File: src/rtl/cpu4_pkg.sv
// Shared definitions for the 4-bit CPU:
// control-word fields, phase encoding and the decode-address layout.
package cpu4_pkg;

    // Control word returned by the decode ROM
    localparam int unsigned CW_W        = 13;
    localparam int unsigned INC_BIT     = 12;  // incPC
    localparam int unsigned LDPC_BIT    = 11;  // loadPC
    localparam int unsigned WRMEM_BIT   = 10;  // write data memory
    localparam int unsigned LDFL_BIT    = 9;   // loadFlags
    localparam int unsigned LDACC_BIT   = 8;   // load accumulator
    localparam int unsigned ALU_OP_HI   = 7;   // ALU opcode field
    localparam int unsigned ALU_OP_LO   = 5;
    localparam int unsigned SRC_SEL_HI  = 4;   // ALU B-operand select
    localparam int unsigned SRC_SEL_LO  = 3;
    localparam int unsigned OUT_EN_BIT  = 2;   // drive output port
    localparam int unsigned IN_EN_BIT   = 1;   // sample input port
    localparam int unsigned HALT_BIT    = 0;   // halt

    // Fetch/execute phase flip-flop
    typedef enum logic {
        PHASE_FETCH = 1'b0,
        PHASE_EXEC  = 1'b1
    } phase_t;

    // Decode ROM address layout {instr[3:0], C, Z, phase}
    localparam int unsigned DA_W        = 7;
    localparam int unsigned DA_PHASE    = 0;
    localparam int unsigned DA_ZERO     = 1;
    localparam int unsigned DA_CARRY    = 2;
    localparam int unsigned DA_INSTR_LO = 3;
    localparam int unsigned DA_INSTR_HI = 6;

    function automatic logic [DA_W-1:0] make_dec_addr(
        input logic [3:0] instr,
        input logic       carry,
        input logic       zero,
        input logic       phase
    );
        logic [DA_W-1:0] a;
        a = '0;
        a[DA_INSTR_HI:DA_INSTR_LO] = instr;
        a[DA_CARRY]                = carry;
        a[DA_ZERO]                 = zero;
        a[DA_PHASE]                = phase;
        return a;
    endfunction

endpackage

File: src/rtl/fetch_sequencer_pc_counter.sv
// Program counter: load beats increment, increment wraps modulo 2^W.
module pc_counter #(
    parameter int unsigned W = 12
) (
    input  logic         clk,
    input  logic         reset_n,
    input  logic         en,
    input  logic         load,
    input  logic         inc,
    input  logic [W-1:0] load_val,
    output logic [W-1:0] pc
);

    // PC register with load/increment/hold priority
    always_ff @(posedge clk or negedge reset_n) begin
        if (!reset_n) begin
            pc <= '0;
        end else if (en) begin
            if (load) begin
                pc <= load_val;
            end else if (inc) begin
                pc <= pc + 1'b1;
            end
        end
    end

endmodule

File: src/rtl/fetch_sequencer.sv
// Fetch sequencer: PC, instruction register, phase FSM and C/Z flags.
// Builds the decode-ROM address and acts on the returned control word.
module fetch_sequencer #(
    parameter int unsigned PC_W     = 12,
    parameter int unsigned INC_BIT  = cpu4_pkg::INC_BIT,
    parameter int unsigned LDPC_BIT = cpu4_pkg::LDPC_BIT,
    parameter int unsigned LDFL_BIT = cpu4_pkg::LDFL_BIT
) (
    input  logic            clk,
    input  logic            reset_n,
    input  logic            en,
    input  logic [7:0]      prog_byte,
    input  logic [12:0]     ctrl_word,
    input  logic            alu_carry,
    input  logic            alu_zero,
    output logic [PC_W-1:0] pc,
    output logic [3:0]      instr,
    output logic [3:0]      oprnd,
    output logic            phase,
    output logic            carry,
    output logic            zero,
    output logic [6:0]      dec_addr,
    output logic            instr_done
);
    import cpu4_pkg::*;

    phase_t     state, state_nx;
    logic [3:0] instr_nx, oprnd_nx;
    logic       carry_nx, zero_nx, done_nx, done_q;
    logic       pc_load;
    logic [11:0] jump_target;
    logic       unused_ctrl;

    // Only incPC, loadPC and loadFlags matter here
    assign unused_ctrl = ^ctrl_word;

    // Jump target is operand nibble plus the byte following the opcode
    assign jump_target = {oprnd, prog_byte};
    assign pc_load     = (state == PHASE_EXEC) && ctrl_word[LDPC_BIT];

    pc_counter #(.W(PC_W)) u_pc (
        .clk      (clk),
        .reset_n  (reset_n),
        .en       (en),
        .load     (pc_load),
        .inc      (ctrl_word[INC_BIT]),
        .load_val (PC_W'(jump_target)),
        .pc       (pc)
    );

    // Phase, instruction register, flags and completion pulse
    always_ff @(posedge clk or negedge reset_n) begin
        if (!reset_n) begin
            state  <= PHASE_FETCH;
            instr  <= '0;
            oprnd  <= '0;
            carry  <= 1'b0;
            zero   <= 1'b0;
            done_q <= 1'b0;
        end else if (en) begin
            state  <= state_nx;
            instr  <= instr_nx;
            oprnd  <= oprnd_nx;
            carry  <= carry_nx;
            zero   <= zero_nx;
            done_q <= done_nx;
        end else begin
            done_q <= 1'b0;
        end
    end

    // Next-state logic for the fetch/execute phase FSM
    always_comb begin
        state_nx = state;
        instr_nx = instr;
        oprnd_nx = oprnd;
        carry_nx = carry;
        zero_nx  = zero;
        done_nx  = 1'b0;
        case (state)
            PHASE_FETCH: begin
                {instr_nx, oprnd_nx} = prog_byte;
                state_nx             = PHASE_EXEC;
            end
            PHASE_EXEC: begin
                if (ctrl_word[LDFL_BIT]) begin
                    carry_nx = alu_carry;
                    zero_nx  = alu_zero;
                end
                state_nx = PHASE_FETCH;
                done_nx  = 1'b1;
            end
            default: state_nx = PHASE_FETCH;
        endcase
    end

    // Pulse is suppressed immediately when the enable drops
    assign instr_done = done_q & en;
    assign phase      = state;
    assign dec_addr   = make_dec_addr(instr, carry, zero, phase);

endmodule

File: config.mk
export PLATFORM = sky130hd
export DESIGN_NAME = fetch_sequencer
export DESIGN_NICKNAME = d
export VERILOG_FILES = /design/src/rtl/cpu4_pkg.sv /design/src/rtl/fetch_sequencer_pc_counter.sv /design/src/rtl/fetch_sequencer.sv
export SDC_FILE = /design/constraint.sdc
export NUM_CORES = 1
export LEC_CHECK = 0
export CAP_MARGIN = 20
export CORE_ASPECT_RATIO = 1.25
export CORE_UTILIZATION = 25
export CTS_CLUSTER_DIAMETER = 60
export DETAILED_ROUTE_END_ITERATION = 6
export PLACE_DENSITY = 0.59
export SLEW_MARGIN = 20
export SYNTH_ARGS = -nofsm -noshare
export SYNTH_HDL_FRONTEND = slang
export SYNTH_HIERARCHICAL = 1
export SYNTH_SLANG_ARGS = --single-unit
File: constraint.sdc
create_clock -name clk -period 2.8 [get_ports clk]
set_input_delay 0.56 -clock clk [delete_from_list [all_inputs] [get_ports clk]]
set_output_delay 0.56 -clock clk [all_outputs]
set_load 0.01 [all_outputs]
==> flow_metrics.tcl <==
set metrics [dict create \
    outcome "finished clean" \
    setup_ws_ns 0.5638 \
    rr_worst_depth 5 \
    globalplace.congestion 0.7809 \
    p_per_area_nw_per_um2 1039 \
    gr-usage-met3_pct 1.374 \
    h-tree-depth 1 \
    finalCriticalPeriod_ns 2.236 \
    ant_nets 0 \
    post_cts_buffers 0 \
    die_area_um2 5561 \
    start_kind "input pin" \
    grt_pass1_wl_um 5299 \
    avgSynthCellArea_um2 10.62 \
    vias 1078 \
    p_leak_nw 0.7700 \
    fmax_ghz 0.4472 \
    yosysWarnings 6 \
    fillers 532 \
    hold_buffers 0 \
    layout_common_cells "46 x clkdlybuf4s50_1, 24 x dfrtp_1, 10 x a21oi_1" \
    final_util_pct 36.11 \
    synth-main-ff-cell "dfrtp_1" \
    cts_sinks 24 \
    drive_above_1_share_pct 14.63 \
    power.total_mw 1.905 \
    final_cells 226 \
    synth_edf_count 0 \
    ys_ff_latch 24 \
    r2r-start "phase" \
    overflow 0 \
    end_kind "output port" \
    tns_ns 0 \
    worstPathRequired_ns 2.24 \
    rsz0062_at_grt "false" \
    fin_area_um2 1834 \
    hold_viol_final 0 \
    port_buffers 46 \
    cp_max_fo 2 \
    gr-usage-all-layers_pct 12.50 \
    syn_area_um2 1316 \
    peakVddDrop_uv 231.5 \
    die_y_um 83.13 \
    drt_iter0_markers 63 \
    dpl.hpwl_um 2321 \
    rows 29 \
    layout_commonest_cell "clkdlybuf4s50_1" \
    first_global_vias 1060 \
    wl_per_cell_um 13.82 \
    cts_resized 0 \
    clock-skew-final_ns 0.001442 \
    syn2layout_area_growth_pct 39.35 \
    die_w_um 66.90 \
    clk_pin_slew_worst_paths_ns 0.08 \
    synth_fp_nets 151 \
    grt_max_degree 25 \
    cts_tree "yes" \
    slew_headroom_pct 78.89 \
    cap_violations 0 \
    root_buffer "clkbuf_8" \
    synth_cell_types 34 \
    finalSetupViolations 0 \
    fp.coreArea_um2 5080 \
    criticalPathCategory "input pin to output port" \
    clock_path_buffers 2 \
    placed_area_um2 1793 \
    rrSetupSlack_ns 1.09 \
    via_per_inst 4.770 \
    cts_buffers 3 \
    dpl.cell_count 223 \
    pin_count 57 \
    grtUsageMet1_pct 17.14 \
    critical_path.endpoint "instr_done" \
    fin_crit_sh_pct 79.87 \
    antenna_cells 0 \
    nets 193 \
    initial_core_util_pct 25.91 \
    async_reset_ff_share_pct 100.0 \
    drv_slew 0 \
    hp-class "flip-flop to flip-flop" \
    grtUsageMet2_pct 19.56 \
    worstSetupStartpoint "en" \
    top_usage_layer "met2" \
    ys_seq_area_share_pct 45.63 \
    drc 0 \
    antenna_found_initial 0 \
    critPathArrivalTime_ns 1.68 \
    wl_um 3123 \
    netlist_instances 124 \
    insertion_delay_ns 0.26 \
    drt_first_pass_iters 4 \
    place_ws_ns 0.5585 \
    whs_ns 0.5421 \
    rr_endpoint "u_pc/pc[7]" \
    worst_pin_slew_ns 0.3167 \
]
-- critical path: stages --
cell	delay (ns)
clkdlybuf4s50_1	0.47
and2_2	0.13
clkdlybuf4s50_1	0.52
-- sequential cells by signal, indices dropped and copies added, names as in the netlist --
| register | count |
|---|---|
| u_pc/pc | 12 |
| carry | 1 |
| zero | 1 |
| phase | 1 |
| instr | 4 |
| done_q | 1 |
| oprnd | 4 |
-- worst min path at each step --
stage               slack [ns]  startpoint  cells after the start       end
detailed placement        0.53        zero                      1      zero
CTS                       0.55    instr[3]                      1  instr[3]
finish                    0.54    instr[1]                      1  instr[1]
global route              0.57    instr[0]                      1  instr[0]
floorplan                 0.26     reset_n                      0     carry
global placement          0.52    instr[3]                      1  instr[3]
-- cell families (layout without fill, tap and decap cells) --
| logic type | Yosys count | count (layout) | synth area share [%] |
|---|---|---|---|
| multiplexers | 14 | 14 | 14.26 |
| XOR/XNOR | 1 | 1 | 0.6655 |
| AND/OR/NAND/NOR | 38 | 38 | 15.97 |
| adder cells (fa/ha/maj) | 1 | 1 | 0.9504 |
| buffers and inverters | 16 | 56 | 8.079 |
| AO/OA/AOI/OAI | 30 | 30 | 14.45 |
| flip-flops | 24 | 24 | 45.63 |
-- Yosys cell counts, types with 3 or more instances --
master	count	area, um^2
dfrtp_1	24	600.6
a21oi_1	10	50.05
buf_4	9	67.56
mux2_4	9	135.1
nand2_1	9	33.78
o21ai_0	7	35.03
nor2_1	6	22.52
nand3_1	5	25.02
and3_1	4	25.02
buf_2	4	20.02
o22ai_1	4	25.02
mux2i_1	3	30.03
nand4_1	3	18.77
-- cell type report --
type                    count  area, um^2  area share, %
multi-input cells          84       609.3          33.22
flip-flops and latches     24       600.6          32.74
repair buffers             51       498.0          27.15
well taps                  62       77.57          4.229
clock buffers               3       41.29          2.251
inverters                   2       7.507         0.4093
-- power by group --
part | switching, mW | leakage, nW | internal [mW]
combinational | 0.376 | 0.463 | 0.615
clock | 0.107 | 0.0216 | 0.0962
sequential | 0.197 | 0.285 | 0.513
-- metal layers --
metal,part of all wire (%),vias up
met5,0,-
met4,1.1,0
met3,4.8,2
met2,49,33
met1,45,521
li1,-,522
Note: power is estimated with default switching activity, not from simulation.
==> edit: new RTL, config.mk and constraints unchanged <==
Put a register stage on the outputs `dec_addr` and `instr_done`, cleared by the reset. The values now appear one clock later. The other outputs are not delayed to match.
--- a/src/rtl/fetch_sequencer.sv
+++ b/src/rtl/fetch_sequencer.sv
@@ -96,7 +96,14 @@
 
     // Pulse is suppressed immediately when the enable drops
-    assign instr_done = done_q & en;
+    always_ff @(posedge clk or negedge reset_n) begin
+        if (!reset_n) begin
+            dec_addr   <= '0;
+            instr_done <= '0;
+        end else begin
+            dec_addr   <= make_dec_addr(instr, carry, zero, phase);
+            instr_done <= done_q & en;
+        end
+    end
     assign phase      = state;
-    assign dec_addr   = make_dec_addr(instr, carry, zero, phase);
 
 endmodule
Check against the original RTL: not equivalent (a bounded check fails within 4 cycles, from zero or initial values and one cycle with reset_n low).
==> edit against the original RTL <==
- total power up 16%
- setup slack improved by 0.30 ns
- area after synthesis increased by 11%
- sequential cell count grew 8
- combinational power hardly changed
- synthesized cell count grew 0.81%
- global-route usage shrank 0.69 points
- cell area increased by 13%
- wire length grew 5.9%
- first-iteration DRC count is 7.9% higher
- largest power group unchanged
- highest routed layer unchanged
==> edit: results (changes against the original RTL) <==
metric	value	unit	change
status	complete, no violations		unchanged
switching pwr	0.739	mW	was 0.680 mW
first-pass GRT wire length	5590	um	was 5300 um
TritonRoute pass-1 iters	5		was 4
P_leak	0.885	nW	was 0.770 nW
crit path DAT	2.09	ns	was 1.68 ns
biggest regs	u_pc/pc (12), dec_addr (7)		was u_pc/pc (12), instr (4), oprnd (4)
DP HPWL	2390	um	was 2320 um
CP max stage delay	0.40	ns	was 0.52 ns
Root Buffer	clkbuf_8		unchanged
FILL cells	551		was 532
Seq power	0.886	mW	was 0.710 mW
Total GRT Usage	11.8	%	was 12.5%
DR iter-0 viols	68		was 63
Final Wtd Congestion	0.778		was 0.781
sum of routed wire segments on met1	1490	um	was 1400 um
Placed Instances	233		was 223
end of the critical path	u_pc/pc[10]$_DFFE_PN0P_		was instr_done
relative slew slack	72.7	%	was 78.9%
CTS Buf Count	5		was 3
NumNets Final	203		was 193
DR WL met3	167	um	was 149 um
share of cells above drive strength 1	15.3	%	was 14.6%
Layout Skew	0.00612	ns	was 0.00144 ns
routed via count	1140		was 1078
Met2 Routed Length	1610	um	was 1540 um
clock transition at the registers of the reported paths	0.06	ns	was 0.08 ns
CTS H-tree depth	2		was 1
Logic pwr share	45.0	%	was 52.0%
Placement Cell Area	2000	um2	was 1790 um2
R2R Setup Slk	1.07	ns	was 1.09 ns
worst-path maximum fanout	15		was 2
Hold Path Cell Cnt	0		was 1
Area Overhead vs Synth	41.6	%	was 39.4%
vias in the first global route	1135		was 1060
Syn Nets	152		was 151
R2R cell count	6		was 5
Clk Latency, worst-skew pair	0.28	ns	was 0.26 ns
drt total wl	3310	um	was 3120 um
sequential fraction of the synthesis area	54.7	%	was 45.6%
largest net degree at the start of global routing	33		was 25
DP Worst Slack	0.579	ns	was 0.558 ns
fmax	0.517	GHz	was 0.447 GHz
maximum VDD drop	232	uV	was 231 uV
dominant cells by area after synthesis	dfrtp_1 55%, mux2_4 9.2%, a21oi_1 3.4%, o21ai_0 2.4%, nand2_1 2.3%		was dfrtp_1 46%, mux2_4 10%, buf_4 5.1%, a21oi_1 3.8%, o21ai_0 2.7%
non-filler instance count after layout	240		was 226
PwrDens	1060	nW/um2	was 1040 nW/um2
Post-synth top cells	32 x dfrtp_1, 10 x a21oi_1, 9 x mux2_4, 9 x nand2_1, 7 x o21ai_0		was 24 x dfrtp_1, 10 x a21oi_1, 9 x buf_4, 9 x mux2_4, 9 x nand2_1
Worst setup startpoint	ctrl_word[11]		was en
edit: changes by cell type in the layout (fill, tap and decap cells not counted):
cell | before | now
clkinv_2 | 0 | 1
dfrtp_1 | 24 | 32
clkbuf_8 | 3 | 5
clkbuf_1 | 0 | 1
edit: cells by family (layout without fill, tap and decap cells):
logic type | Yosys count | in the layout | synth area share (%)
muxes | 14 | 14 | 12.8
and+or+nand+nor | 38 | 38 | 14.4
adders and majority gates | 1 | 1 | 0.855
xor gates and xnor gates | 1 | 1 | 0.598
DFF | 32 | 32 | 54.7
buffers and inverters | 9 | 60 | 3.67
AOI/OAI and AO/OA | 30 | 30 | 13.0
edit: worst reg2reg max path: cells and delay by family (launching register included):
kind / cells / cell delay [ns]
AO/OA/AOI/OAI: 2 / 0.50
AND/OR/NAND/NOR: 3 / 0.46
flip-flops: 1 / 0.45
buffers and inverters: 1 / 0.20
edit: routing by layer:
metal / up-vias / GRT usage (%)
met5: - / 0
met4: 0 / 5.27
met3: 5 / 3.57
met2: 35 / 19.0
met1: 539 / 14.7
li1: 561 / -
edit: worst min-delay path by stage:
stage	slack (ns)	to	start
finish	0.39	dec_addr[2]$_DFF_PN0_	carry$_DFFE_PN0P_
CTS	0.40	dec_addr[2]$_DFF_PN0_	carry$_DFFE_PN0P_
global placement	0.38	dec_addr[2]$_DFF_PN0_	carry$_DFFE_PN0P_
floorplan	0.26	carry$_DFFE_PN0P_	reset_n
global route	0.41	dec_addr[2]$_DFF_PN0_	carry$_DFFE_PN0P_
detailed placement	0.38	dec_addr[2]$_DFF_PN0_	carry$_DFFE_PN0P_
edit: layout make-up:
class                      instances  area share (%)
tap                               64            3.86
timing repair buffer              51            24.0
inverter                           2           0.362
sequential                        32            38.6
multi-input combinational         84            29.4
clock inverter                     1           0.241
clock buffer                       6            3.50
